`src/rtl/pwr_axil_write_arb.sv`:
```
// ---------------------------------------------------------------------------
// pwr_axil_write_arb
//
// Write-side AXI-Lite master shared by the two write requesters of the power
// controller: M (maestro power-domain sequencer) and F (observation-fetch
// FSM). Rising edges on the request inputs are captured into per-requester
// pending slots. One single-beat write is issued at a time, with M winning
// over F. Each requester gets a pulse when its request goes onto the bus
// (valid) and a pulse when the B response comes back (ack).
//
// Ports
//   clk, rst_n           clock, synchronous active-low reset
//   m_addr_i/m_data_i    maestro target address / write data
//   m_req_i              maestro request (rising edge counts)
//   m_valid_o, m_ack_o   maestro accepted / completed pulses
//   f_addr_i/f_data_i    fetch-FSM target address / write data
//   f_req_i              fetch-FSM request (rising edge counts)
//   f_valid_o, f_ack_o   fetch accepted / completed pulses
//   err_o                sticky: a B response other than OKAY was seen
//   aw_*, w_*, b_*       AXI-Lite write address, data and response channels
// ---------------------------------------------------------------------------
module pwr_axil_write_arb #(
  parameter int ADDR_WIDTH = 32,
  parameter int DATA_WIDTH = 32
) (
  input  logic                    clk,
  input  logic                    rst_n,
  input  logic [ADDR_WIDTH-1:0]   m_addr_i,
  input  logic [DATA_WIDTH-1:0]   m_data_i,
  input  logic                    m_req_i,
  output logic                    m_valid_o,
  output logic                    m_ack_o,
  input  logic [ADDR_WIDTH-1:0]   f_addr_i,
  input  logic [DATA_WIDTH-1:0]   f_data_i,
  input  logic                    f_req_i,
  output logic                    f_valid_o,
  output logic                    f_ack_o,
  output logic                    err_o,
  output logic [ADDR_WIDTH-1:0]   aw_addr,
  output logic [2:0]              aw_prot,
  output logic                    aw_valid,
  input  logic                    aw_ready,
  output logic [DATA_WIDTH-1:0]   w_data,
  output logic [DATA_WIDTH/8-1:0] w_strb,
  output logic                    w_valid,
  input  logic                    w_ready,
  input  logic [1:0]              b_resp,
  input  logic                    b_valid,
  output logic                    b_ready
);

  typedef enum logic [1:0] {
    IDLE = 2'd0,
    ADDR = 2'd1,
    RESP = 2'd2
  } state_t;

  state_t state_q, state_d;

  logic                  m_req_q, f_req_q;
  logic                  m_pend_q, f_pend_q;
  logic [ADDR_WIDTH-1:0] m_addr_q, f_addr_q;
  logic [DATA_WIDTH-1:0] m_data_q, f_data_q;
  logic                  owner_f_q;
  logic                  aw_done_q, w_done_q;

  logic m_edge, f_edge;
  logic aw_hs, w_hs, b_hs;
  logic grant_m, grant_f;
  logic addr_complete, resp_complete;

  assign m_edge = m_req_i & ~m_req_q;
  assign f_edge = f_req_i & ~f_req_q;
  assign aw_hs  = aw_valid & aw_ready;
  assign w_hs   = w_valid & w_ready;
  assign b_hs   = b_valid & b_ready;

  assign aw_prot   = 3'b000;
  assign w_strb    = '1;
  assign m_valid_o = grant_m;
  assign f_valid_o = grant_f;

  // State register.
  always_ff @(posedge clk) begin
    if (!rst_n) begin
      state_q <= IDLE;
    end else begin
      state_q <= state_d;
    end
  end

  // Next-state and per-cycle control strobes. The grant is decided
  // combinationally from the pending slots so the valid pulse coincides with
  // the IDLE cycle that accepts the request. That IDLE cycle can be the same
  // cycle as the previous ack. AW and W handshake independently; the address
  // phase ends once both have completed, counting a handshake happening in
  // this very cycle.
  always_comb begin
    state_d       = state_q;
    grant_m       = 1'b0;
    grant_f       = 1'b0;
    addr_complete = 1'b0;
    resp_complete = 1'b0;
    case (state_q)
      IDLE: begin
        if (m_pend_q) begin
          grant_m = 1'b1;
          state_d = ADDR;
        end else if (f_pend_q) begin
          grant_f = 1'b1;
          state_d = ADDR;
        end
      end
      ADDR: begin
        if ((aw_done_q | aw_hs) & (w_done_q | w_hs)) begin
          addr_complete = 1'b1;
          state_d       = RESP;
        end
      end
      RESP: begin
        if (b_hs) begin
          resp_complete = 1'b1;
          state_d       = IDLE;
        end
      end
      default: state_d = IDLE;
    endcase
  end

  // Request capture. A fresh edge always wins over a grant in the same cycle,
  // so a request arriving while its previous one is being accepted stays
  // pending with the new address/data. The grant below has already taken the
  // old latch contents by then.
  always_ff @(posedge clk) begin
    if (!rst_n) begin
      m_req_q  <= 1'b0;
      f_req_q  <= 1'b0;
      m_pend_q <= 1'b0;
      f_pend_q <= 1'b0;
      m_addr_q <= '0;
      m_data_q <= '0;
      f_addr_q <= '0;
      f_data_q <= '0;
    end else begin
      m_req_q <= m_req_i;
      f_req_q <= f_req_i;
      if (grant_m) begin
        m_pend_q <= 1'b0;
      end
      if (grant_f) begin
        f_pend_q <= 1'b0;
      end
      if (m_edge) begin
        m_pend_q <= 1'b1;
        m_addr_q <= m_addr_i;
        m_data_q <= m_data_i;
      end
      if (f_edge) begin
        f_pend_q <= 1'b1;
        f_addr_q <= f_addr_i;
        f_data_q <= f_data_i;
      end
    end
  end

  // AXI channel drivers. The address and data registers load only on a
  // grant, so they stay stable for the whole transaction. The done flags
  // remember which of AW/W has already handshaken while waiting for the
  // other channel.
  always_ff @(posedge clk) begin
    if (!rst_n) begin
      aw_addr   <= '0;
      w_data    <= '0;
      aw_valid  <= 1'b0;
      w_valid   <= 1'b0;
      b_ready   <= 1'b0;
      aw_done_q <= 1'b0;
      w_done_q  <= 1'b0;
      owner_f_q <= 1'b0;
    end else begin
      if (grant_m | grant_f) begin
        aw_addr   <= grant_m ? m_addr_q : f_addr_q;
        w_data    <= grant_m ? m_data_q : f_data_q;
        owner_f_q <= grant_f;
        aw_valid  <= 1'b1;
        w_valid   <= 1'b1;
        aw_done_q <= 1'b0;
        w_done_q  <= 1'b0;
      end
      if (aw_hs) begin
        aw_valid  <= 1'b0;
        aw_done_q <= 1'b1;
      end
      if (w_hs) begin
        w_valid  <= 1'b0;
        w_done_q <= 1'b1;
      end
      if (addr_complete) begin
        b_ready   <= 1'b1;
        aw_done_q <= 1'b0;
        w_done_q  <= 1'b0;
      end
      if (resp_complete) begin
        b_ready <= 1'b0;
      end
    end
  end

  // Completion pulses and the sticky error flag. The ack goes to whoever
  // owns the transaction, even on an error response.
  always_ff @(posedge clk) begin
    if (!rst_n) begin
      m_ack_o <= 1'b0;
      f_ack_o <= 1'b0;
      err_o   <= 1'b0;
    end else begin
      m_ack_o <= resp_complete & ~owner_f_q;
      f_ack_o <= resp_complete & owner_f_q;
      if (resp_complete && (b_resp != 2'b00)) begin
        err_o <= 1'b1;
      end
    end
  end

endmodule

```
`config.mk`:
```
export PLATFORM = sky130hd
export DESIGN_NAME = pwr_axil_write_arb
export DESIGN_NICKNAME = d
export VERILOG_FILES = /design/src/rtl/pwr_axil_write_arb.sv
export SDC_FILE = /design/constraint.sdc
export NUM_CORES = 1
export LEC_CHECK = 0
export CORE_UTILIZATION = 44
export CTS_CLUSTER_DIAMETER = 40
export DETAILED_ROUTE_END_ITERATION = 10
export GPL_TIMING_DRIVEN = 0
export PLACE_DENSITY_LB_ADDON = 0.12
export SKIP_LAST_GASP = 1
export SYNTH_ARGS = -nofsm -noshare
export SYNTH_HDL_FRONTEND = slang
export SYNTH_SLANG_ARGS = --single-unit
```
`constraint.sdc`:
```
create_clock -name clk -period 1.3 [get_ports clk]
set_input_delay 0.39 -clock clk [delete_from_list [all_inputs] [get_ports clk]]
set_output_delay 0.39 -clock clk [all_outputs]
set_load 0.01 [all_outputs]
```
Yosys cells after proc, flatten, opt, wreduce, memory -nomap -nowiden
Index checks and enable logic that the tools add are counted.
{"block": "totals", "word_cells": 75, "ff_bits": 207}
{"block": "op_classes", "n_mux": 23, "bitwise": 15, "reduce_logical": 12, "eq_ne": 5}
{"op": "$mux 32", "count": 2}
{"op": "$mux 1", "count": 16}
{"op": "$reduce_bool 2->1", "count": 5}
{"op": "$and 1x1->1", "count": 8}
{"op": "$mux 2", "count": 4}
{"op": "$reduce_or 2->1", "count": 4}
{"op": "$pmux 2 s3", "count": 1}
{"op": "$ne 2x2->1 const B", "count": 2}
{"op": "$not 1->1", "count": 4}
{"op": "$ne 3x3->1 const B", "count": 1}
{"op": "$or 1x1->1", "count": 3}
{"op": "$reduce_and 3->1", "count": 1}
{"op": "$eq 2x1->1 const B", "count": 1}
{"op": "$eq 2x2->1 const B", "count": 1}
{"op": "$logic_not 2->1", "count": 1}
{"op": "$logic_and 1x1->1", "count": 1}

Logic depth before layout (Yosys ltp)
Gate-level depths: netlist (run 1).
{"block": "logic_depth", "depth_word": 6, "depth_mapped": 6, "depth_no_buf": 3}

Worst setup path after synthesis (run 1)
No wires, ideal clock.
{"block": "synth_path", "path_type": "flip-flop to output port", "from": "register state_q[1]", "to": "output f_valid_o", "arrival_time_ps": 1180, "path_slack_ps": -270, "required_time_ps": 910, "stages_incl_launch_ff": 5, "path_cell_list": "dfxtp_1 > or2_1 > buf_6 > clkbuf_1 > nor3b_1"}
{"block": "synth_via", "elab_chain_len": 2}
{"element": "start, declared", "line": "58", "text": "state_t state_q, state_d;"}
{"element": "start signal, assigned", "line": "88", "text": "state_q <= state_d;"}
{"element": "$logic_not 2->1", "line": "104", "text": "case (state_q)"}
{"element": "$mux 1", "line": "104"}
{"element": "end, declared", "line": "36", "text": "output logic f_valid_o,"}
Every way passes these cells.

Worst setup path after layout (run 1)
Same ends and word-level chain as after synthesis.

==> results.sh, run 1 <==
export IMPL_outcome="finished, violations left"
export IMPL_violations="setup timing"
export IMPL_async_flop_share=0
export IMPL_worstPathRequired_ns=0.91
export IMPL_hp_class="in2reg"
export IMPL_p_leak_nw=5.19
export IMPL_n_fill_cell=1455
export IMPL_netlist_area_um2=8130
export IMPL_fin_hold_ws_ns=0.400
export IMPL_area_growth_pct=55.7
export IMPL_postSynthAreaPerCell_um2=8.69
export IMPL_ctsRootBufferMaster="clkbuf_16"
export IMPL_post_synth_top_area_cell="dfxtp_1"
export IMPL_finalCritPeriodShare=1.54
export IMPL_regArea_um2=4240
export IMPL_p_sw_frac=0.257
export IMPL_grt_start_max_net_pins=15
export IMPL_hold_buffers=0
export IMPL_ir_drop_mv=1.34
export IMPL_yosysTopAreaCellShare=0.510
export IMPL_ys_seq_area_frac=0.510
export IMPL_rows=49
export IMPL_drive_gt1_frac=0.276
export IMPL_multiInputGateArea_um2=3330
export IMPL_ys_warn_count=0
export IMPL_cts_buffers_inserted=29
export IMPL_synth_mux_area_frac=0
export IMPL_clk_path_buf_depth=3
export IMPL_cts_tree="done"
export IMPL_synthDistinctLibCells=30
export IMPL_yosysMostFrequentCell="nand2_1"
export IMPL_clkTransAtPathRegs_ns=0.06
export IMPL_hpwl_um=16400
export IMPL_numPortBuffers=208
export IMPL_cp_start_kind="register"
export IMPL_pwr_share_clk=0.445
export IMPL_cts_sinks=207
export IMPL_die_area_um2=19000
export IMPL_cts_htree_levels=1
export IMPL_nets=1368
export IMPL_worstReg2RegStart="state_q[1]"
export IMPL_synth_top_family_by_area="compound AO/OA/AOI/OAI gates"
export IMPL_wl_per_cell_um=17.2
export IMPL_clock_latency_ns=0.54
export IMPL_dpl_worst_slack_ns=-0.963
export IMPL_grt_pass1_wl_um=37500
export IMPL_wl_um=25500
export IMPL_yosys_top_cells_count="nand2_1, dfxtp_1, a21oi_1, inv_1, o221a_1"
export IMPL_synth_xor_area_share=0
export IMPL_synth_cells=935
export IMPL_synthTopCellsByArea="dfxtp_1, nand2_1, a21oi_1"
export IMPL_fmax_ghz=0.500
export IMPL_synth_edf_count=0
export IMPL_combPwrFrac=0.176
export IMPL_critPathMaxFanout=4
export IMPL_grt_pass1_vias=7220
export IMPL_start_util=0.451
export IMPL_setup_ws_ns=-0.701
export IMPL_crit_start="state_q[1]"
export IMPL_dr_total_vias=7728
export IMPL_ant_nets=0
export IMPL_min_period_ns=2.00
export IMPL_critPathCaptureType="output pin"
export IMPL_grt_setup_unrepaired="yes"
export IMPL_p_total_mw=19.0
export IMPL_io_pins=216
export IMPL_slew_limit_headroom=0.571
export IMPL_drv_slew=0
export IMPL_drc_errors=0
export IMPL_grt_overflow=0
export IMPL_power_share_sequential=0.379
export IMPL_p_sw_mw=4.89
export IMPL_power_per_cell_area_nw_per_um2=1500
export IMPL_skew_ns=0.0122
export IMPL_p_int_mw=14.1
export IMPL_dr_pass1_iters=5
export IMPL_critPathKind="reg2out"
export IMPL_synth_adder_area_share=0
export IMPL_crit_arrival_ns=1.61
export IMPL_setup_violations=142
export IMPL_fp_dieW_um=138
export IMPL_die_height_um=138
export IMPL_viasPerCell=5.21
export IMPL_synth_compound_area_share=0.247
export IMPL_grt_total_usage=0.255
export IMPL_maxCapViolations=0
export IMPL_core_area_um2=18000
export IMPL_first_iter_violations=429
export IMPL_hold_violations=0
export IMPL_place_gp_congestion=0.797
export IMPL_synthFlopType="dfxtp_1"
export IMPL_holdCritStartpoint="f_data_i[8]"
export IMPL_yosys_area_share_simple=0.148
export IMPL_ys_seq_elements=207
export IMPL_worst_pin_slew_ns=0.644
export IMPL_antenna_found_initial=1
[power by group through the flow]
stage	clock, mW	combinational (mW)	sequential, mW
6_report	8.47	3.36	7.20
5_1_grt	8.77	3.61	7.26
4_1_cts	8.47	3.04	7.19
3_5_place_dp	0	2.75	7.23
3_3_place_gp	0	2.71	7.23
2_1_floorplan	0	1.35	7.28
[path summary, 6_finish.rpt]
kind / depth (start not counted) / to / slack (ns)
max: 4 / f_valid_o / -0.70
min reg2reg: 1 / m_ack_o / 0.45
min: 3 / f_data_q[8] / 0.40
max reg2reg: 7 / w_data[24] / -0.39
[per-stage QoR]
stage	utilization	setup TNS [ns]	cells	area, um2
6_report	0.702	-27.79	1484	12700
5_1_grt	0.702	-33.15	1483	12700
4_1_cts	0.675	-23.20	1461	12200
3_5_place_dp	0.585	-164.98	1377	10600
3_3_place_gp	0.585	-162.12	1377	10600
2_1_floorplan	-	-0.120	940	8180
[critical path, stage by stage (launching register included)]
cell and delay [ns]:
dfxtp_2 0.32, or2_4 0.27, clkbuf_16 0.15, nor3b_4 0.17, buf_2 0.15
[routing by layer]
| layer | vias up | wire length [um] | global-route usage |
|---|---|---|---|
| met3 | 49 | 1460 | 0.0398 |
| li1 | 3781 | - | - |
| met1 | 3656 | 11300 | 0.345 |
| met4 | 0 | 700 | 0.0761 |
| met5 | - | 0 | 0 |
| met2 | 242 | 12000 | 0.419 |
[logic make-up after synthesis]
kind of cell | after synthesis
AND/OR/NAND/NOR | 295
AO/OA/AOI/OAI | 277
flip-flops | 207
buffers and inverters | 154
other | 2
[placed cells by master, fill, tap and decap left out, types with 3 or more instances in the layout]
cell type and instances:
clkinv_4 4, o21ai_0 3, clkbuf_8 3, buf_8 4
buf_2 9, buf_12 12, nand2b_1 5, a2bb2oi_1 48
buf_4 57, clkbuf_1 14, clkbuf_4 11, nor3b_1 10
clkbuf_16 37, a21oi_1 145, dfxtp_1 134, dfxtp_2 73
o21ai_2 3, buf_6 83, inv_6 8, nor2_1 5
bufinv_16 5, o221a_1 64, clkdlybuf4s50_1 136, clkbuf_2 13
a2bb2oi_2 6, nand2_1 259, clkinv_2 4, inv_1 65
conb_1 7
[timing repair]
| action | CTS | global route |
|---|---|---|
| pin swaps | 2 | 16 |
| setup buffers | 28 | 16 |
| resized for setup | 487 | 74 |
| cloned | 2 | 8 |
| hold endpoints to repair | 0 | 0 |
| endpoints found under the setup margin | 259 | 244 |
[registers in the layout, summed over array words and instances (netlist names), 2 cells and up]
register	flops
aw_addr	32
f_data_q	32
f_addr_q	32
m_data_q	32
m_addr_q	32
w_data	32
state_q	2
[final cells by class]
class,instances,share of cell area
Clock buffer,32,0.0606
Clock inverter,22,0.0223
Sequential cell,207,0.335
Antenna cell,1,0.000198
Multi-Input combinational cell,579,0.263
Inverter,66,0.0196
Buffer,87,0.0585
Tap cell,229,0.0226
Timing Repair Buffer,261,0.218
No activity file was read; power rests on OpenSTA's default activity.
==> inputs of run 2 (changes only) <==
Settings changed: GPL_ROUTABILITY_DRIVEN from default to 0, SKIP_LAST_GASP 1 to default.
==> results.sh, run 2 (synthesis results as in run 1) <==
export IMPL_stdcell_area_um2=12700
export IMPL_dr_total_vias=7725
export IMPL_setup_ws_ns=-0.705
export IMPL_critPathMaxFanout=4
export IMPL_drc_errors=0
export IMPL_layout_common_cells="nand2_1, a21oi_1, clkdlybuf4s50_1, dfxtp_1, buf_6"
export IMPL_power_per_cell_area_nw_per_um2=1500
export IMPL_hold_buffers=0
export IMPL_r2r_end="w_data[24]"
export IMPL_p_sw_mw=4.90
export IMPL_clock_latency_ns=0.54
export IMPL_grt_setup_unrepaired="yes"
export IMPL_die_height_um=138
export IMPL_p_int_mw=14.1
export IMPL_critical_path_cell_chain="or2_4 -> clkbuf_16 -> nor3b_4 -> buf_2"
export IMPL_grt_start_max_net_pins=15
export IMPL_worst_pin_slew_ns=0.640
export IMPL_p_leak_nw=5.19
export IMPL_finalCritPeriodShare=1.54
export IMPL_crit_buf_inv=2
export IMPL_grt_overflow=0
export IMPL_skew_ns=0.0143
export IMPL_ff2ff_path_depth=7
export IMPL_grt_pass1_vias=7222
export IMPL_core_area_um2=18000
export IMPL_clk_path_buf_depth=3
export IMPL_setup_violations=142
export IMPL_ctsRootBufferMaster="clkbuf_16"
export IMPL_outcome="finished, violations left"
export IMPL_fp_dieW_um=138
export IMPL_rows=49
export IMPL_layout_commonest_cell="nand2_1"
export IMPL_hp_class="in2reg"
export IMPL_wl_um=25500
export IMPL_cts_sinks=207
export IMPL_clkTransAtPathRegs_ns=0.06
export IMPL_critPathCaptureType="output pin"
export IMPL_antenna_found_initial=1
export IMPL_wl_per_cell_um=17.2
export IMPL_dpl_cell_count=1377
export IMPL_cts_htree_levels=1
export IMPL_path_delay_family="simple AND/OR/NAND/NOR gates"
export IMPL_numPortBuffers=208
export IMPL_stdcell_count=1484
export IMPL_n_fill_cell=1455
export IMPL_area_growth_pct=55.8
export IMPL_power_share_sequential=0.378
export IMPL_dr_pass1_iters=5
export IMPL_cts_buffers_inserted=29
export IMPL_placed_area_um2=10600
export IMPL_crit_cells=4
export IMPL_slowest_stage="dfxtp_2"
export IMPL_slew_limit_headroom=0.573
export IMPL_r2r_slack_ns=-0.38
export IMPL_cp_start_kind="register"
export IMPL_critPathMaxStageDelay_ns=0.32
export IMPL_cts_tree="done"
export IMPL_worstPathRequired_ns=0.91
export IMPL_hold_violations=0
export IMPL_violations="setup timing"
export IMPL_io_pins=216
export IMPL_finalSetupTns_ns=-27.84
export IMPL_hpwl_um=16400
export IMPL_maxCapViolations=0
export IMPL_critPathKind="reg2out"
export IMPL_holdCritStartpoint="f_addr_i[18]"
export IMPL_hold_path_depth=3
export IMPL_ant_nets=0
export IMPL_grt_pass1_wl_um=37500
export IMPL_start_util=0.451
export IMPL_p_sw_frac=0.257
export IMPL_first_iter_violations=431
export IMPL_viasPerCell=5.21
export IMPL_die_area_um2=19000
export IMPL_crit_arrival_ns=1.61
export IMPL_fmax_ghz=0.499
export IMPL_worstReg2RegStart="state_q[1]"
export IMPL_drv_slew=0
export IMPL_combPwrFrac=0.177
export IMPL_pwr_share_clk=0.445
export IMPL_fin_util=0.703
export IMPL_grt_total_usage=0.255
export IMPL_min_to="f_addr_q[18]"
export IMPL_fin_hold_ws_ns=0.398
export IMPL_min_period_ns=2.00
export IMPL_ir_drop_mv=1.32
export IMPL_nets=1368
export IMPL_drive_gt1_frac=0.277
[run 2: stage by stage]
stage | total power [mW] | setup WS, ns
final | 19.0 | -0.705
after global routing | 19.6 | -0.771
after CTS | 18.7 | -0.765
after detailed placement | 9.98 | -0.963
after global placement | 9.94 | -0.994
after floorplan | 8.62 | -0.120
[run 2: routing by layer]
metal | share of wire | wire length (um) | GRT usage
met4 | 0.028 | 709 | 0.0761
met2 | 0.47 | 12100 | 0.419
met1 | 0.43 | 11000 | 0.345
met5 | 0 | 0 | 0
met3 | 0.066 | 1680 | 0.0398
[run 2: power by group through the flow]
stage	combinational (mW)	sequential, mW	clock (mW)
after floorplan	1.35	7.28	0
after global placement	2.71	7.23	0
after detailed placement	2.75	7.23	0
after CTS	3.05	7.19	8.47
after global routing	3.62	7.26	8.77
final	3.37	7.20	8.47
[run 2: layout make-up]
| class | instances | area [um2] | area share |
|---|---|---|---|
| diodes | 1 | 2.50 | 0.000198 |
| plain buffers | 87 | 748 | 0.0591 |
| clock buffers | 32 | 767 | 0.0606 |
| clock inverters | 22 | 283 | 0.0223 |
| inverters | 66 | 248 | 0.0196 |
| multi-input cells | 579 | 3330 | 0.263 |
| flip-flops and latches | 207 | 4240 | 0.334 |
| well taps | 229 | 287 | 0.0226 |
| repair buffers | 261 | 2760 | 0.218 |
[run 2: worst reg2reg max path: stages (launching register included)]
cell and delay [ns]:
dfxtp_2 0.32, or2_4 0.27, buf_4 0.15, buf_12 0.14
nor2_4 0.19, buf_12 0.20, clkbuf_16 0.17, o221a_1 0.17
[run 2: repair_timing]
action / CTS / global route
pin swaps: 2 / 16
resized for setup: 490 / 75
endpoints found under the hold margin: 0 / 0
cloned: 2 / 8
buffers inserted: 28 / 16
setup endpoints to repair: 259 / 244
[run 2: worst max path at each step]
stage / from / to / slack [ns]
after global routing: state_q[1] / f_valid_o / -0.77
final: state_q[1] / f_valid_o / -0.70
after floorplan: state_q[1] / f_valid_o / -0.12
after CTS: state_q[0] / f_valid_o / -0.76
after global placement: rst_n / f_data_q[29] / -0.99
after detailed placement: rst_n / m_data_q[3] / -0.96
==> inputs of run 3 (changes only) <==
Settings changed: CORE_UTILIZATION 44 to 45, CTS_BUF_LIST from default to sky130_fd_sc_hd__clkbuf_4 sky130_fd_sc_hd__clkbuf_8, GPL_TIMING_DRIVEN 0 to default, MAX_ROUTING_LAYER from default to met4.
==> results.sh, run 3 (synthesis results as in run 1) <==
export IMPL_hp_class="in2reg"
export IMPL_clk_path_buf_depth=3
export IMPL_hpwl_um=13600
export IMPL_wl_per_cell_um=17.2
export IMPL_die_height_um=136
export IMPL_ir_drop_mv=0.994
export IMPL_cp_start_kind="register"
export IMPL_holdCritStartpoint="rst_n"
export IMPL_dpl_cell_count=1325
export IMPL_start_util=0.465
export IMPL_numPortBuffers=208
export IMPL_min_period_ns=1.81
export IMPL_maxCapViolations=0
export IMPL_ff2ff_path_depth=9
export IMPL_violations="setup timing"
export IMPL_setup_violations=143
export IMPL_hold_path_depth=3
export IMPL_critPathMaxFanout=2
export IMPL_placed_area_um2=10500
export IMPL_dr_total_vias=7563
export IMPL_drive_gt1_frac=0.257
export IMPL_antenna_found_initial=0
export IMPL_viasPerCell=5.26
export IMPL_critPathCaptureType="output pin"
export IMPL_grt_pass1_vias=7128
export IMPL_worstReg2RegStart="state_q[0]"
export IMPL_cts_tree="done"
export IMPL_hold_buffers=0
export IMPL_ctsRootBufferMaster="clkbuf_8"
export IMPL_grt_total_usage=0.267
export IMPL_dpl_worst_slack_ns=-0.568
export IMPL_die_area_um2=18600
export IMPL_layout_common_cells="nand2_1, a21oi_1, dfxtp_1, clkdlybuf4s50_1, buf_6"
export IMPL_core_area_um2=17500
export IMPL_p_leak_nw=4.94
export IMPL_critPathKind="reg2out"
export IMPL_clkTransAtPathRegs_ns=0.06
export IMPL_fin_util=0.697
export IMPL_r2r_end="w_data[25]"
export IMPL_area_growth_pct=49.8
export IMPL_first_iter_violations=430
export IMPL_fmax_ghz=0.554
export IMPL_num_antenna_cells=0
export IMPL_crit_arrival_ns=1.42
export IMPL_ant_nets=0
export IMPL_grt_pass1_wl_um=37300
export IMPL_hold_violations=0
export IMPL_cts_buffers_inserted=37
export IMPL_grt_start_max_net_pins=52
export IMPL_setup_ws_ns=-0.505
export IMPL_wl_um=24700
export IMPL_power_per_cell_area_nw_per_um2=1390
export IMPL_worstPathRequired_ns=0.91
export IMPL_cts_sinks=207
export IMPL_drc_errors=0
export IMPL_p_total_mw=16.9
export IMPL_min_to="f_addr_q[28]"
export IMPL_grt_setup_unrepaired="yes"
export IMPL_grt_overflow=0
export IMPL_fp_dieW_um=136
export IMPL_drv_slew=0
export IMPL_finalCritPeriodShare=1.39
export IMPL_skew_ns=0.0209
export IMPL_dr_pass1_iters=6
export IMPL_clock_latency_ns=0.53
export IMPL_finalSetupTns_ns=-30.78
export IMPL_cts_htree_levels=2
export IMPL_stdcell_count=1439
export IMPL_rows=48
export IMPL_r2r_slack_ns=-0.47
export IMPL_outcome="finished, violations left"
export IMPL_nets=1326
export IMPL_stdcell_area_um2=12200
export IMPL_fin_hold_ws_ns=0.251
export IMPL_io_pins=216
export IMPL_layout_commonest_cell="nand2_1"
[run 3: cell types whose count changed in the layout (fill, tap and decap cells not counted), sizes merged]
cell / delta
bufinv: -4
inv: -8
diode: -1
buf: -7
clkinv: -5
clkdlybuf4s50: -1
clkbuf: -15
[run 3: worst max-delay path by stage]
stage	startpoint	slack, ns	to	depth (start not counted)
5_1_grt	state_q[0]	-0.56	f_valid_o	3
4_1_cts	state_q[0]	-0.52	f_valid_o	3
3_5_place_dp	state_q[1]	-0.57	w_data[26]	5
6_report	state_q[0]	-0.51	f_valid_o	3
3_3_place_gp	state_q[1]	-0.52	w_data[29]	5
2_1_floorplan	state_q[1]	-0.12	f_valid_o	4
[run 3: area by class of cell]
type                       count  area [um2]
fill                        1373        5300
sequential                   207        4240
timing repair buffer         298        3330
multi-input combinational    579        3300
clock buffer                  59         724
tap                          225         282
inverter                      66         250
clock inverter                 5        52.6
[run 3: what timing repair did]
item / in CTS / in global routing
gates resized for setup: 439 / 26
pin swaps: 4 / 9
cloned: 8 / 4
setup endpoints to repair: 143 / 143
setup buffers: 29 / 12
endpoints found under the hold margin: 0 / 0
[run 3: worst max-delay path, cell delays in order (launching register included)]
cell	delay [ns]
dfxtp_1	0.31
or2_4	0.26
nor3b_4	0.16
buf_2	0.15
[run 3: report_power, final]
group | leakage (nW) | switching, mW | total, mW | internal (mW)
logic | 2.80 | 1.44 | 3.39 | 1.95
clock network | 0.414 | 2.62 | 6.33 | 3.72
registers | 1.73 | 0.323 | 7.20 | 6.88
[run 3: per-layer routing]
layer | GRT usage | up-vias | part of all wire
li1 | - | 3679 | -
met1 | 0.336 | 3573 | 0.43
met2 | 0.430 | 274 | 0.48
met3 | 0.0533 | 37 | 0.071
met4 | 0.0827 | 0 | 0.020
met5 | - | - | 0
